`src/rtl/cv32e40p_pkg.sv`:
```
// Shared definitions for the fault-tolerant EX stage: ALU opcodes, operator
// class indices, voter modes, reconfiguration FSM states and the operator to
// class mapping used by both the permanent-fault counters and the
// reconfiguration controller.
package cv32e40p_pkg;

  localparam int ALU_OP_WIDTH = 7;
  localparam int N_ALU_FT     = 4;
  localparam int N_CLASS_FT   = 9;

  typedef enum logic [ALU_OP_WIDTH-1:0] {
    ALU_ADD   = 7'b0011000, ALU_SUB   = 7'b0011001, ALU_ADDU  = 7'b0011010,
    ALU_SUBU  = 7'b0011011, ALU_ADDR  = 7'b0011100, ALU_SUBR  = 7'b0011101,
    ALU_ADDUR = 7'b0011110, ALU_SUBUR = 7'b0011111,
    ALU_XOR   = 7'b0101111, ALU_OR    = 7'b0101110, ALU_AND   = 7'b0010101,
    ALU_SRA   = 7'b0100100, ALU_SRL   = 7'b0100101, ALU_ROR   = 7'b0100110,
    ALU_SLL   = 7'b0100111,
    ALU_BEXT  = 7'b0101000, ALU_BEXTU = 7'b0101001, ALU_BINS  = 7'b0101010,
    ALU_BCLR  = 7'b0101011, ALU_BSET  = 7'b0101100, ALU_BREV  = 7'b1001001,
    ALU_FF1   = 7'b0110110, ALU_FL1   = 7'b0110111, ALU_CNT   = 7'b0110100,
    ALU_CLB   = 7'b0110101,
    ALU_EXTS  = 7'b0111110, ALU_EXT   = 7'b0111111, ALU_INS   = 7'b0101101,
    ALU_SHUF  = 7'b0111010, ALU_SHUF2 = 7'b0111011, ALU_PCKLO = 7'b0111000,
    ALU_PCKHI = 7'b0111001,
    ALU_LTS   = 7'b0000000, ALU_LTU   = 7'b0000001, ALU_LES   = 7'b0000100,
    ALU_LEU   = 7'b0000101, ALU_GTS   = 7'b0001000, ALU_GTU   = 7'b0001001,
    ALU_GES   = 7'b0001010, ALU_GEU   = 7'b0001011, ALU_EQ    = 7'b0001100,
    ALU_NE    = 7'b0001101, ALU_SLTS  = 7'b0000010, ALU_SLTU  = 7'b0000011,
    ALU_SLETS = 7'b0000110, ALU_SLETU = 7'b0000111,
    ALU_ABS   = 7'b0010100, ALU_CLIP  = 7'b0010110, ALU_CLIPU = 7'b0010111,
    ALU_MIN   = 7'b0010000, ALU_MINU  = 7'b0010001, ALU_MAX   = 7'b0010010,
    ALU_MAXU  = 7'b0010011,
    ALU_DIVU  = 7'b0110000, ALU_DIV   = 7'b0110001, ALU_REMU  = 7'b0110010,
    ALU_REM   = 7'b0110011
  } alu_opcode_e;

  localparam logic [3:0] ALU_CLASS_SHIFT_ADD = 4'd0;
  localparam logic [3:0] ALU_CLASS_LOGIC     = 4'd1;
  localparam logic [3:0] ALU_CLASS_BITMAN    = 4'd2;
  localparam logic [3:0] ALU_CLASS_BITCNT    = 4'd3;
  localparam logic [3:0] ALU_CLASS_SHUFFLE   = 4'd4;
  localparam logic [3:0] ALU_CLASS_COMPARE   = 4'd5;
  localparam logic [3:0] ALU_CLASS_ABS_CLIP  = 4'd6;
  localparam logic [3:0] ALU_CLASS_MIN_MAX   = 4'd7;
  localparam logic [3:0] ALU_CLASS_DIV_REM   = 4'd8;
  localparam logic [3:0] ALU_CLASS_NONE      = 4'hF;

  typedef enum logic [1:0] {
    VOTE_TMR    = 2'd0,
    VOTE_DMR    = 2'd1,
    VOTE_SINGLE = 2'd2,
    VOTE_NONE   = 2'd3
  } vote_mode_e;

  typedef enum logic [1:0] {
    AR_RUN,
    AR_DRAIN,
    AR_REBUILD,
    AR_SETTLE
  } alu_reconfig_state_e;

  function automatic logic [3:0] alu_op_class(input logic [ALU_OP_WIDTH-1:0] op);
    logic [3:0] cls;
    case (op)
      ALU_ADD, ALU_SUB, ALU_ADDU, ALU_SUBU, ALU_ADDR, ALU_SUBR, ALU_ADDUR,
      ALU_SUBUR, ALU_SRA, ALU_SRL, ALU_ROR, ALU_SLL:
        cls = ALU_CLASS_SHIFT_ADD;
      ALU_XOR, ALU_OR, ALU_AND:
        cls = ALU_CLASS_LOGIC;
      ALU_BEXT, ALU_BEXTU, ALU_BINS, ALU_BCLR, ALU_BSET, ALU_BREV:
        cls = ALU_CLASS_BITMAN;
      ALU_FF1, ALU_FL1, ALU_CNT, ALU_CLB:
        cls = ALU_CLASS_BITCNT;
      ALU_EXTS, ALU_EXT, ALU_INS, ALU_SHUF, ALU_SHUF2, ALU_PCKLO, ALU_PCKHI:
        cls = ALU_CLASS_SHUFFLE;
      ALU_LTS, ALU_LTU, ALU_LES, ALU_LEU, ALU_GTS, ALU_GTU, ALU_GES, ALU_GEU,
      ALU_EQ, ALU_NE, ALU_SLTS, ALU_SLTU, ALU_SLETS, ALU_SLETU:
        cls = ALU_CLASS_COMPARE;
      ALU_ABS, ALU_CLIP, ALU_CLIPU:
        cls = ALU_CLASS_ABS_CLIP;
      ALU_MIN, ALU_MINU, ALU_MAX, ALU_MAXU:
        cls = ALU_CLASS_MIN_MAX;
      ALU_DIVU, ALU_DIV, ALU_REMU, ALU_REM:
        cls = ALU_CLASS_DIV_REM;
      default:
        cls = ALU_CLASS_NONE;
    endcase
    return cls;
  endfunction

endpackage

```
`src/rtl/cv32e40p_alu_pick3.sv`:
```
// Picks the ALUs that serve one operator class.
//   healthy : bit a set when ALU a is usable for the class
//   mask    : the lowest-indexed (up to three) healthy ALUs
//   mode    : voter mode implied by how many ALUs were picked
module cv32e40p_alu_pick3
  import cv32e40p_pkg::*;
(
  input  logic [3:0] healthy,
  output logic [3:0] mask,
  output vote_mode_e mode
);

  logic [1:0] taken;

  always_comb begin
    mask  = '0;
    taken = '0;
    for (int unsigned i = 0; i < 4; i++) begin
      if (healthy[i] && (taken != 2'd3)) begin
        mask[i] = 1'b1;
        taken   = taken + 2'd1;
      end
    end
  end

  always_comb begin
    case (taken)
      2'd3:    mode = VOTE_TMR;
      2'd2:    mode = VOTE_DMR;
      2'd1:    mode = VOTE_SINGLE;
      default: mode = VOTE_NONE;
    endcase
  end

endmodule

```
`src/rtl/cv32e40p_alu_reconfig_ft.sv`:
```
// ALU reconfiguration controller for the fault-tolerant EX stage. Keeps a
// per-class allocation table (ALU mask + voter mode) derived from the
// permanent-fault matrix and rebuilds it, with issue stalled, whenever the
// matrix changes.
//   clock_gated, rst_n      : clock, synchronous active-low reset
//   permanent_faulty_alu_i  : [alu][class] permanent fault flags
//   alu_en_i, alu_operator_i: operation being issued this cycle
//   pipe_empty_i            : no ALU operation in flight in EX
//   alu_en_o, vote_mode_o   : ALU enables / voter mode for the issued op
//   stall_o                 : hold issue in ID
//   cnt_clk_en_o            : clock enables for the fault counters
//   fatal_o                 : sticky, some class has no healthy ALU
module cv32e40p_alu_reconfig_ft
  import cv32e40p_pkg::*;
#(
  parameter int N_ALU   = N_ALU_FT,
  parameter int N_CLASS = N_CLASS_FT
) (
  input  logic                                clock_gated,
  input  logic                                rst_n,
  input  logic [N_ALU-1:0][N_CLASS-1:0]       permanent_faulty_alu_i,
  input  logic                                alu_en_i,
  input  logic [ALU_OP_WIDTH-1:0]             alu_operator_i,
  input  logic                                pipe_empty_i,
  output logic [N_ALU-1:0]                    alu_en_o,
  output logic [1:0]                          vote_mode_o,
  output logic                                stall_o,
  output logic [N_ALU-1:0]                    cnt_clk_en_o,
  output logic                                fatal_o
);

  alu_reconfig_state_e             state_q;
  logic [N_ALU-1:0][N_CLASS-1:0]   faulty_q;
  logic [3:0]                      idx_q;
  logic [N_ALU-1:0]                tbl_mask_q [N_CLASS];
  vote_mode_e                      tbl_mode_q [N_CLASS];

  logic                            change;
  logic [N_ALU-1:0]                healthy;
  logic [N_ALU-1:0]                pick_mask;
  vote_mode_e                      pick_mode;
  logic [N_ALU-1:0]                used_alus;
  logic [3:0]                      op_cls;
  logic                            cls_valid;
  logic [3:0]                      cls_idx;
  vote_mode_e                      cls_mode;

  assign change = (permanent_faulty_alu_i != faulty_q);

  // Column of the captured matrix selected by the rebuild index.
  always_comb begin
    healthy = '0;
    for (int unsigned a = 0; a < N_ALU; a++) begin
      healthy[a] = ~faulty_q[a][idx_q];
    end
  end

  cv32e40p_alu_pick3 u_pick3 (
    .healthy (healthy),
    .mask    (pick_mask),
    .mode    (pick_mode)
  );

  always_comb begin
    used_alus = '0;
    for (int unsigned c = 0; c < N_CLASS; c++) begin
      used_alus = used_alus | tbl_mask_q[c];
    end
  end

  always_ff @(posedge clock_gated) begin
    if (!rst_n) begin
      state_q      <= AR_RUN;
      faulty_q     <= '0;
      idx_q        <= '0;
      cnt_clk_en_o <= '1;
      fatal_o      <= 1'b0;
      for (int unsigned i = 0; i < N_CLASS; i++) begin
        tbl_mask_q[i] <= 4'b0111;
        tbl_mode_q[i] <= VOTE_TMR;
      end
    end else begin
      case (state_q)
        AR_RUN: begin
          if (change) state_q <= AR_DRAIN;
        end
        AR_DRAIN: begin
          // Matrix is captured at drain exit so late changes are included.
          if (pipe_empty_i) begin
            faulty_q <= permanent_faulty_alu_i;
            idx_q    <= '0;
            state_q  <= AR_REBUILD;
          end
        end
        AR_REBUILD: begin
          tbl_mask_q[idx_q] <= pick_mask;
          tbl_mode_q[idx_q] <= pick_mode;
          if (pick_mode == VOTE_NONE) fatal_o <= 1'b1;
          if (idx_q == 4'(N_CLASS - 1)) state_q <= AR_SETTLE;
          else                          idx_q   <= idx_q + 4'd1;
        end
        AR_SETTLE: begin
          // A change seen here arrived after the drain-exit capture.
          if (change) begin
            state_q <= AR_DRAIN;
          end else begin
            state_q      <= AR_RUN;
            cnt_clk_en_o <= used_alus;
          end
        end
        default: state_q <= AR_RUN;
      endcase
    end
  end

  assign op_cls    = alu_op_class(alu_operator_i);
  assign cls_valid = (op_cls != ALU_CLASS_NONE) && (op_cls < 4'(N_CLASS));
  assign cls_idx   = cls_valid ? op_cls : '0;
  assign cls_mode  = tbl_mode_q[cls_idx];

  // A pending change stalls in the detecting cycle itself.
  assign stall_o = (state_q != AR_RUN) || change;

  always_comb begin
    alu_en_o    = '0;
    vote_mode_o = cls_valid ? cls_mode : VOTE_TMR;
    if (!stall_o && alu_en_i && cls_valid && (cls_mode != VOTE_NONE)) begin
      alu_en_o = tbl_mask_q[cls_idx];
    end
  end

endmodule

```
`config.mk`:
```
export PLATFORM = sky130hd
export DESIGN_NAME = cv32e40p_alu_reconfig_ft
export DESIGN_NICKNAME = d
export VERILOG_FILES = /design/src/rtl/cv32e40p_pkg.sv /design/src/rtl/cv32e40p_alu_pick3.sv /design/src/rtl/cv32e40p_alu_reconfig_ft.sv
export SDC_FILE = /design/constraint.sdc
export NUM_CORES = 1
export LEC_CHECK = 0
export CAP_MARGIN = 5
export CORE_MARGIN = 1
export CORE_UTILIZATION = 40
export CTS_CLUSTER_DIAMETER = 80
export DETAILED_ROUTE_END_ITERATION = 10
export GPL_TIMING_DRIVEN = 0
export HOLD_SLACK_MARGIN = 0.05
export PLACE_DENSITY = 0.67
export SETUP_SLACK_MARGIN = 0.2
export SKIP_LAST_GASP = 1
export SLEW_MARGIN = 20
export SYNTH_ARGS = -nofsm -noshare
export SYNTH_HDL_FRONTEND = slang
export SYNTH_SLANG_ARGS = --single-unit
```
`constraint.sdc`:
```
create_clock -name clock_gated -period 6.6 [get_ports clock_gated]
set_input_delay 0.66 -clock clock_gated [delete_from_list [all_inputs] [get_ports clock_gated]]
set_output_delay 0.66 -clock clock_gated [all_outputs]
set_load 0.01 [all_outputs]
```
After elaboration in Yosys (flattened, before gate mapping)
Memories as Yosys holds them, arrays and structs flattened.
Index checks and enable logic that the tools add are counted.
- output and inout port bits: 12
- memories kept: 3
- memory bits (read-only): 512
- bits in registers: 47
- word-level logic and storage cells: 104
- input port bits: 47
- memory bits (writable): 54
- bitwise logic cells: 12
- muxes and demuxes: 38
- reduce and logical (&&, ||, !) cells: 19
- $add $sub $neg: 4
- magnitude comparators: 2
- equal/unequal tests: 18
- memory list (memory ; depth ; width ; rd ports ; clocked after Yosys merged registers in ; wr ports ; RTL line ; source):
    (name not given) ; 128 ; 4 ; 1 ; 0 ; 0 ; cv32e40p_pkg.sv:64 ; case (op)
    tbl_mask_q ; 9 ; 4 ; 10 ; 0 ; 9 ; cv32e40p_alu_reconfig_ft.sv:35 ; logic [N_ALU-1:0] tbl_mask_q [N_CLASS];
    tbl_mode_q ; 9 ; 2 ; 1 ; 0 ; 9 ; cv32e40p_alu_reconfig_ft.sv:36 ; vote_mode_e tbl_mode_q [N_CLASS];
- operators by type and width (cell ; count):
    $ne A36 B36 Y1 ; 1
    $or A4 B4 Y4 ; 8
    $mux W4 ; 7
    $bmux W1 S4 ; 4
    $mux W1 ; 16
    $mux W2 ; 8
    $ne A2 B2 Y1 const B ; 7
    $eq A2 B2 Y1 const B ; 5
    $pmux W2 S4 ; 1
    $pmux W4 S2 ; 1
    $logic_and A1 B1 Y1 ; 7
    $pmux W2 S3 ; 1
    $reduce_and A2 Y1 ; 3
    $reduce_and A3 Y1 ; 2
    $lt A4 B5 Y1 const B ; 1
    $add A2 B1 Y2 const B ; 2
    $add A4 B1 Y4 const B ; 1
    $eq A2 B1 Y1 const B ; 2
    $eq A4 B4 Y1 const B ; 1
    $lt A4 B4 Y1 const B ; 1
    $ne A4 B4 Y1 const B ; 1
    $not A1 Y1 ; 4
    $reduce_bool A2 Y1 ; 2
    $reduce_or A4 Y1 ; 1
    6 further kinds ; 6

Logic depth before layout (Yosys ltp)
Gate-level depths: netlist (run 1).
- depth in word-level cells: 16
- depth in mapped cells: 19
- mapped depth without buffers: 17

Hierarchy
A second synthesis (run 1) with hierarchy kept.
- cell total of the unflattened synthesis: 609
- area total of the unflattened synthesis: 6183.4 um^2
- by module, submodules not included (module ; cells each ; sequential area each (um^2) ; area each (um^2) ; times used):
    cv32e40p_alu_reconfig_ft ; 592 ; 2802.7 ; 6053.3 ; 1
    cv32e40p_alu_pick3 ; 17 ; 0.0 ; 130.1 ; 1

Worst setup path after synthesis (run 1)
No wires, ideal clock.
- kind: reg-to-reg
- from: reg idx_q[2]
- to: mem tbl_mode_q[0][0] (netlist bit), data pin
- required time: 6325 ps
- clock period less this slack: 3577 ps
- path slack: 3023 ps
- arrival time: 3301 ps
- stages on the path, launching flop included: 18
- cell sequence: dfxtp_1 buf_1 nor2b_1 nand2_1 o21ai_0 o21ai_0 o21ai_0 clkbuf_1 inv_1 ha_1 o21ai_0 o21a_1 inv_1 ha_1 a31oi_1 o21ai_1 xor2_1 nor2_1
- RTL lines (what ; RTL line ; source):
    start: declaration ; cv32e40p_alu_reconfig_ft.sv:34 ; logic [3:0] idx_q;
    start signal: assignment ; cv32e40p_alu_reconfig_ft.sv:100 ; else idx_q <= idx_q + 4'd1;
    end: declaration ; cv32e40p_alu_reconfig_ft.sv:36 ;

Worst setup path in the final report (run 1)
- from: in alu_operator_i[4]
- to: out alu_en_o[0]
- cells in the longest elaborated chain, start to end: 8
- elaborated cells between the ends (all ways): 11
- those cells by class: order compare: 1; eq/ne: 2; mux: 2; reduce/logical: 3; memory: 3
- RTL lines (what ; RTL line ; source):
    start: declaration ; cv32e40p_alu_reconfig_ft.sv:23 ; input logic [ALU_OP_WIDTH-1:0] alu_operator_i,
    $mem_v2 Z128 W4 (*) ; n/a ;
    $lt A4 B4 Y1 / $ne A4 B4 Y1 (equally long branches) ; cv32e40p_alu_reconfig_ft.sv:117 ; assign cls_valid = (op_cls != ALU_CLASS_NONE) && (op_cls < 4'(N_CLASS));
    $logic_and A1 B1 Y1 ; cv32e40p_alu_reconfig_ft.sv:117 ;
    $mux W4 ; cv32e40p_alu_reconfig_ft.sv:118 ; assign cls_idx = cls_valid ? op_cls : '0;
    $mem_v2 Z9 W2 ; n/a ;
    $ne A2 B2 Y1 ; cv32e40p_alu_reconfig_ft.sv:127 ; if (!stall_o && alu_en_i && cls_valid && (cls_mode != VOTE_NONE)) begin
    $logic_and A1 B1 Y1 ; cv32e40p_alu_reconfig_ft.sv:127 ;
    $mux W4 (*) ; cv32e40p_alu_reconfig_ft.sv:127 ;
    end: declaration ; cv32e40p_alu_reconfig_ft.sv:25 ; output logic [N_ALU-1:0] alu_en_o,
Every way passes the cells marked *; elsewhere a longest branch is shown, timed or not.

==> run summary, run 1 <==
Setup Crit Path Kind = in -> out
Core area = 14750 sq um
Critical-path cell list = clkdlybuf4s50_1 > nor3b_1 > o32ai_4 > o2111ai_2 > a21boi_1 > buf_6 > mux4_2 > a32oi_2 > o221ai_2 > a211oi_1 > clkdlybuf4s50_1
CTS resizes = 0
DRT iter0 DRCs = 369
CP dominant cell by count = clkdlybuf4s50_1
HP Class = reg -> reg
Die X = 126.0 microns
Asr flop ratio synth = 0
Cell variety after synth = 59
Met2 WL = 7832 microns
Die outline height = 126.0 microns
DR top layer = met4
DP Wirelength = 12010 microns
EDFF count, synth = 62
F_max = 206.8 MHz
Slowest cell on crit path = clkdlybuf4s50_1
Avg WL per Cell = 17.54 microns
Status = complete, no violations
Layout overhead on the synthesized area = 18.80%
Clk_skew = 9.322 ps
Worst Setup SP = alu_operator_i[4]
Avg Cell Area, Syn = 9.684 sq um
Pre-CTS setup slack = 1764 ps
Syn_nets = 694
Postcts setup bufs = 0
First-pass GRT wire length = 25270 microns
Nets = 763
Synthesis warning total = 0
Required time worst endpoint = 5940 ps
Hold Startpoint = faulty_q[15]
Met3 WL post-DR = 652 microns
Post-route ant nets = 0
Die ar. = 15870 sq um
RSZ-0062 raised after global routing = no
GPL Wtd Cong = 0.8559
Static Leak = 2.562 nW
Initial antenna violation count = 0
Worst Path Buf+Inv = 3
Crit path max fanout = 7
Max-Cap Viols = 0
Grt total ovfl = 0
Main flop type after synthesis = edfxtp_1
Fin crit share = 0.7328
Root buf cell = clkbuf_16
Wire length on met1 = 6863 microns
VDD IR max = 0.0001333 V
CTS Hold Bufs = 0
# diodes = 0
Final setup viols = 0
Power Density = 265.3 nW/um^2
Slew Viols, Final = 0
Reg2reg start = idx_q[2]
Clk slew on worst S/H paths = 70 ps
Rows = 44
Drt via density = 5.525
Vias in the first global route = 4932
Largest stage delay on the critical path = 570 ps
Clock Latency Late Sink = 360 ps
Layout cells sized above 1 = 0.06347
Final Hold Vio Count = 0
Worst setup SP type = input port
Worst slew margin = 0.4886
Max clock buf depth = 2
CP Data Arrival Time = 4180 ps
Setup_tns = 0 ps
Fin crit period = 4836 ps
Hold slack = 495.1 ps
Clock H-tree levels = 3
Cells after synthesis = 635
Worst Tran Pin Value = 764.6 ps
Sequential element share of the synthesized area = 0.4557
WL final = 15660 microns
Largest net degree at the start of global routing = 21
CTS sink count = 109
Largest delay share family, worst path = buffers and inverters
Yosys reg bits = 109
Total Routing Usage GR = 0.2042
Port-buffer cells = 58
CP endpoint kind = output pin
Final worst slack = 1764 ps
Vias after detailed routing = 4934
Post-Syn Area = 6150 sq um
Initial Utilization = 0.4168
Drt first pass iters = 5
TritonCTS buffer count = 9
I/O pins = 59
CTS tree = done
DRC = 0
==> stage by stage <==
| stage | instances | power (mW) | instance area [sq um] | utilization |
|---|---|---|---|---|
| finish | 893 | 1.938 | 7306 | 0.4952 |
| global route | 893 | 2.027 | 7306 | 0.4952 |
| CTS | 893 | 1.944 | 7300 | 0.4947 |
| detailed placement | 877 | 1.333 | 6960 | 0.4718 |
| global placement | 877 | 1.316 | 6960 | 0.4718 |
| floorplan | 635 | 1.165 | 6150 | - |
==> cell usage after synthesis (all sizes together), types with 3 or more instances <==
cell type / instances / share of area
xnor2: 8 / 0.011
nor2b: 5 / 0.0051
nor3: 6 / 0.0049
inv: 17 / 0.010
and2: 3 / 0.0031
buf: 12 / 0.011
ha: 12 / 0.024
nand3b: 4 / 0.0049
nor2: 50 / 0.031
a211oi: 5 / 0.0081
o21ai: 20 / 0.016
or2: 4 / 0.0041
nand2: 140 / 0.085
nand2b: 9 / 0.0092
o211ai: 8 / 0.0098
edfxtp: 62 / 0.30
o21a: 4 / 0.0049
a21oi: 5 / 0.0041
nand3: 8 / 0.0065
mux4: 7 / 0.026
nor4: 16 / 0.016
xor2: 31 / 0.044
nand4: 6 / 0.0061
a21boi: 39 / 0.048
nor4b: 4 / 0.0057
clkbuf: 22 / 0.013
mux2i: 51 / 0.083
dfxtp: 47 / 0.15
==> logic make-up after synthesis <==
kind of cell	Yosys count	share of synthesized area
AO/OA/AOI/OAI	97	0.1188
AND/OR/NAND/NOR	267	0.1984
XOR/XNOR	39	0.05554
buffers and inverters	51	0.03479
flip-flops	109	0.4557
multiplexers	60	0.1123
adder cells (fa/ha/maj)	12	0.02441
==> worst register-to-register path: stages (launching register included) <==
cell and delay (ps):
dfxtp_1 400, buf_1 460, nor2b_1 340, nand2_1 110
o21ai_0 90, o21ai_0 90, o21ai_0 360, clkbuf_1 480
inv_1 130, ha_1 400, o21ai_0 180, o21ai_0 140
ha_1 230, a31oi_1 140, o21ai_1 180, xor2_1 680
nor2_1 120
==> layer usage <==
layer	GRT usage	up-vias
met5	0	-
li1	-	2379
met3	0.02676	24
met4	0.07654	0
met1	0.2531	2385
met2	0.3617	146
==> worst paths after layout <==
| path | endpoint | slack (ps) | cells past startpoint |
|---|---|---|---|
| worst min-delay path | faulty_q[15] | 500 | 2 |
| worst max-delay path | alu_en_o[0] | 1760 | 11 |
| worst max register to register | tbl_mode_q[3][0] | 1780 | 16 |
| worst min register to register | faulty_q[15] | 500 | 2 |
==> layout by cell type (no fill, tap or decap), types with 16 or more instances in the layout <==
| master | synthesis | final |
|---|---|---|
| clkbuf_1 | 22 | 22 |
| xor2_1 | 31 | 31 |
| nand2_1 | 140 | 140 |
| a21boi_0 | 38 | 38 |
| o21ai_0 | 16 | 16 |
| clkdlybuf4s50_1 | 0 | 58 |
| nor2_1 | 50 | 50 |
| edfxtp_1 | 62 | 62 |
| dfxtp_1 | 47 | 47 |
| inv_1 | 17 | 17 |
| mux2i_1 | 51 | 51 |
==> power breakdown <==
group	internal (mW)	switching (mW)	total (mW)
logic	0.188	0.319	0.507
clock network	0.343	0.274	0.617
registers	0.773	0.0411	0.814
==> registers in the layout, indices dropped and copies added (netlist names) <==
signal,flops
cnt_clk_en_o,4
fatal_o,1
faulty_q,36
idx_q,4
state_q,2
tbl_mask_q,40
tbl_mode_q,22
==> layout make-up <==
cell class | instances | area, sq um
inverters | 17 | 63.81
multi-input cells | 475 | 3139
well taps | 184 | 230.2
repair buffers | 58 | 580.6
clock buffers | 9 | 225.2
plain buffers | 34 | 150.1
flip-flops and latches | 109 | 2803
fillers | 1386 | 7448
clock inverters | 7 | 113.9
(Power assumes the default switching activity.)
==> run 2: changes to the inputs <==
--- a/config.mk
+++ b/config.mk
@@ -12,7 +12,7 @@
 export DETAILED_ROUTE_END_ITERATION = 10
 export GPL_TIMING_DRIVEN = 0
 export HOLD_SLACK_MARGIN = 0.05
-export PLACE_DENSITY = 0.67
+export PLACE_DENSITY = 0.69
 export SETUP_SLACK_MARGIN = 0.2
 export SKIP_LAST_GASP = 1
 export SLEW_MARGIN = 20
==> constraint.sdc (replaced) <==
create_clock -name clock_gated -period 3.9 [get_ports clock_gated]
set_input_delay 0.39 -clock clock_gated [delete_from_list [all_inputs] [get_ports clock_gated]]
set_output_delay 0.39 -clock clock_gated [all_outputs]
set_load 0.01 [all_outputs]
==> run 2 against run 1 <==
Design area up 1.3%. Cell count is 0.56% higher. Routed wire length down 2.0%. First-iteration DRC count decreased by 19%. Combinational power up 80%. Worst hold slack better by 3.1 ps. Core utilization rose by 0.66 points. Sequential cell count did not move. Total power rose by 67%. Critical endpoint is now alu_en_o[1]. Largest cell class unchanged. Largest power group unchanged.
==> run summary, run 2 (synthesized netlist as in run 1, its figures left out) <==
Status = complete, no violations
RSZ-0062 raised after global routing = yes
Largest net degree at the start of global routing = 19 (-9.5%)
Fillers = 1319 (-4.8%)
Clk_skew = 9.245 ps (-0.07683 ps)
Final setup viols = 0 (unchanged)
Root buf cell = clkbuf_16
Setup Crit Path Kind = in -> out
Power Density = 437.9 nW/um^2 (+65%)
Die outline height = 126.0 microns (unchanged)
Pre-CTS setup slack = -808.9 ps (-2573 ps)
DRT iter0 DRCs = 298 (-19%)
Initial Utilization = 0.4168 (unchanged)
DP Area = 6960 sq um (unchanged)
Most common cell after layout, fill and taps aside = nand2_1
Nets = 768 (+0.66%)
Layout cells sized above 1 = 0.09944 (+0.03597)
Final instance area = 7403 sq um (+1.3%)
Clock Latency Late Sink = 350 ps (about the same)
Crit path max fanout = 4 (-3)
F_max = 278.4 MHz
Final worst slack = 307.9 ps (-1456 ps)
Drt first pass iters = 5 (unchanged)
Static Leak = 2.645 nW (+3.2%)
CP endpoint kind = output pin
Top Registers = tbl_mask_q x40, faulty_q x36, tbl_mode_q x22
Vias after detailed routing = 4886 (-0.97%)
Hold slack = 498.2 ps (+3.139 ps)
Initial antenna violation count = 0 (unchanged)
Avg WL per Cell = 17.09 microns (-2.5%)
Final Core Density = 0.5018 (+0.006615)
HP Class = reg -> reg
Total Routing Usage GR = 0.1978 (-0.006403)
VDD IR max = 0.0002171 V (+63%)
Layout overhead on the synthesized area = 20.39%
Fin crit share = 0.9211
CP Data Arrival Time = 3200 ps (-980 ps)
Die ar. = 15870 sq um (unchanged)
Placed Cells = 877 (unchanged)
Worst slew margin = 0.4665 (-0.02206)
Max clock buf depth = 2 (unchanged)
Drt via density = 5.441 (-1.5%)
Worst R2R Setup Slack = 420 ps (-1360 ps)
WL final = 15350 microns (-2.0%)
Max reg flops = 40 (unchanged)
Vias in the first global route = 4885 (-0.95%)
Clk slew on worst S/H paths = 70 ps (about the same)
Final Hold Vio Count = 0 (unchanged)
TritonCTS buffer count = 9 (unchanged)
Worst Tran Pin Value = 794.9 ps (+30.35 ps)
Port-buffer cells = 58 (unchanged)
DP Wirelength = 11970 microns (-0.37%)
Clock H-tree levels = 3 (unchanged)
Worst setup SP type = input port
Fin crit period = 3592 ps
Layout Cells excl Fill = 898 (+0.56%)
Max-Cap Viols = 0 (unchanged)
Design Power = 3.242 mW (+67%)
# diodes = 0 (unchanged)
Reg2reg start = idx_q[0]
GPL Wtd Cong = 0.8648 (+1.0%)
Worst Setup SP = permanent_faulty_alu_i[3]
Required time worst endpoint = 3510 ps (-2430 ps)
Slew Viols, Final = 0 (unchanged)
Core area = 14750 sq um (unchanged)
I/O pins = 59 (unchanged)
DRC = 0 (unchanged)
Rows = 44 (unchanged)
Die X = 126.0 microns (unchanged)
Hold Startpoint = faulty_q[29]
Grt total ovfl = 0 (unchanged)
Setup_tns = 0 ps (unchanged)
Most frequent cells in the layout = nand2_1 (140), edfxtp_1 (62), mux2i_1 (50), nor2_1 (50), clkdlybuf4s50_1 (49)
Post-route ant nets = 0 (unchanged)
CTS sink count = 109 (unchanged)
Largest reg by FF count = tbl_mask_q
First-pass GRT wire length = 24630 microns (-2.5%)
CTS tree = done
-- run 2: per-layer routing --
layer / wire, microns / share of wire / GRT usage
met1: 6663 / 0.43 / 0.2490
met2: 7593 / 0.49 / 0.3377
met3: 710 / 0.046 / 0.03483
met4: 381 / 0.025 / 0.07654
met5: 0 / 0 / 0
-- run 2: worst paths after layout --
| kind | end | cells after the start |
|---|---|---|
| setup / recovery | alu_en_o[1] | 9 |
| hold / removal | faulty_q[29] | 2 |
| setup reg to reg | tbl_mode_q[1][1] | 15 |
| hold reg to reg | faulty_q[29] | 2 |
-- run 2: final cells by class --
class	count	area, sq um	share of cell area
Sequential cell	109	2806	0.3791
Inverter	17	63.81	0.008619
Multi-Input combinational cell	475	3206	0.4330
Clock buffer	11	242.7	0.03279
Tap cell	184	230.2	0.03110
Timing Repair Buffer	63	599.3	0.08095
Buffer	34	191.4	0.02586
Clock inverter	5	63.81	0.008619
-- run 2: worst max-delay path, cell delays in order --
cell             delay [ps]
clkdlybuf4s50_1         460
xor2_1                  200
nor4_1                  470
nand3_1                 190
nor4_2                  590
and4_1                  370
o221ai_2                160
a211oi_1                190
clkbuf_2                170
-- run 2: power breakdown --
| part | internal [mW] | switching [mW] | leakage [nW] |
|---|---|---|---|
| sequential | 1.31 | 0.0726 | 0.917 |
| clock | 0.523 | 0.425 | 0.147 |
| combinational | 0.364 | 0.548 | 1.58 |
| total | 2.20 | 1.05 | 2.64 |
-- run 2: repair_timing --
item | in CTS | in global routing
buffers inserted | 5 | 0
gates resized for setup | 31 | 24
setup endpoints to repair | 47 | 39
hold buffers | 0 | 0
pin swaps | 3 | 0
==> run 3: changes to the inputs <==
--- a/config.mk
+++ b/config.mk
@@ -15,7 +15,6 @@
 export PLACE_DENSITY = 0.69
 export SETUP_SLACK_MARGIN = 0.2
 export SKIP_LAST_GASP = 1
-export SLEW_MARGIN = 20
 export SYNTH_ARGS = -nofsm -noshare
 export SYNTH_HDL_FRONTEND = slang
 export SYNTH_SLANG_ARGS = --single-unit
==> results of run 3 <==
The final DEF is identical to that of run 2; final timing and power are the same.
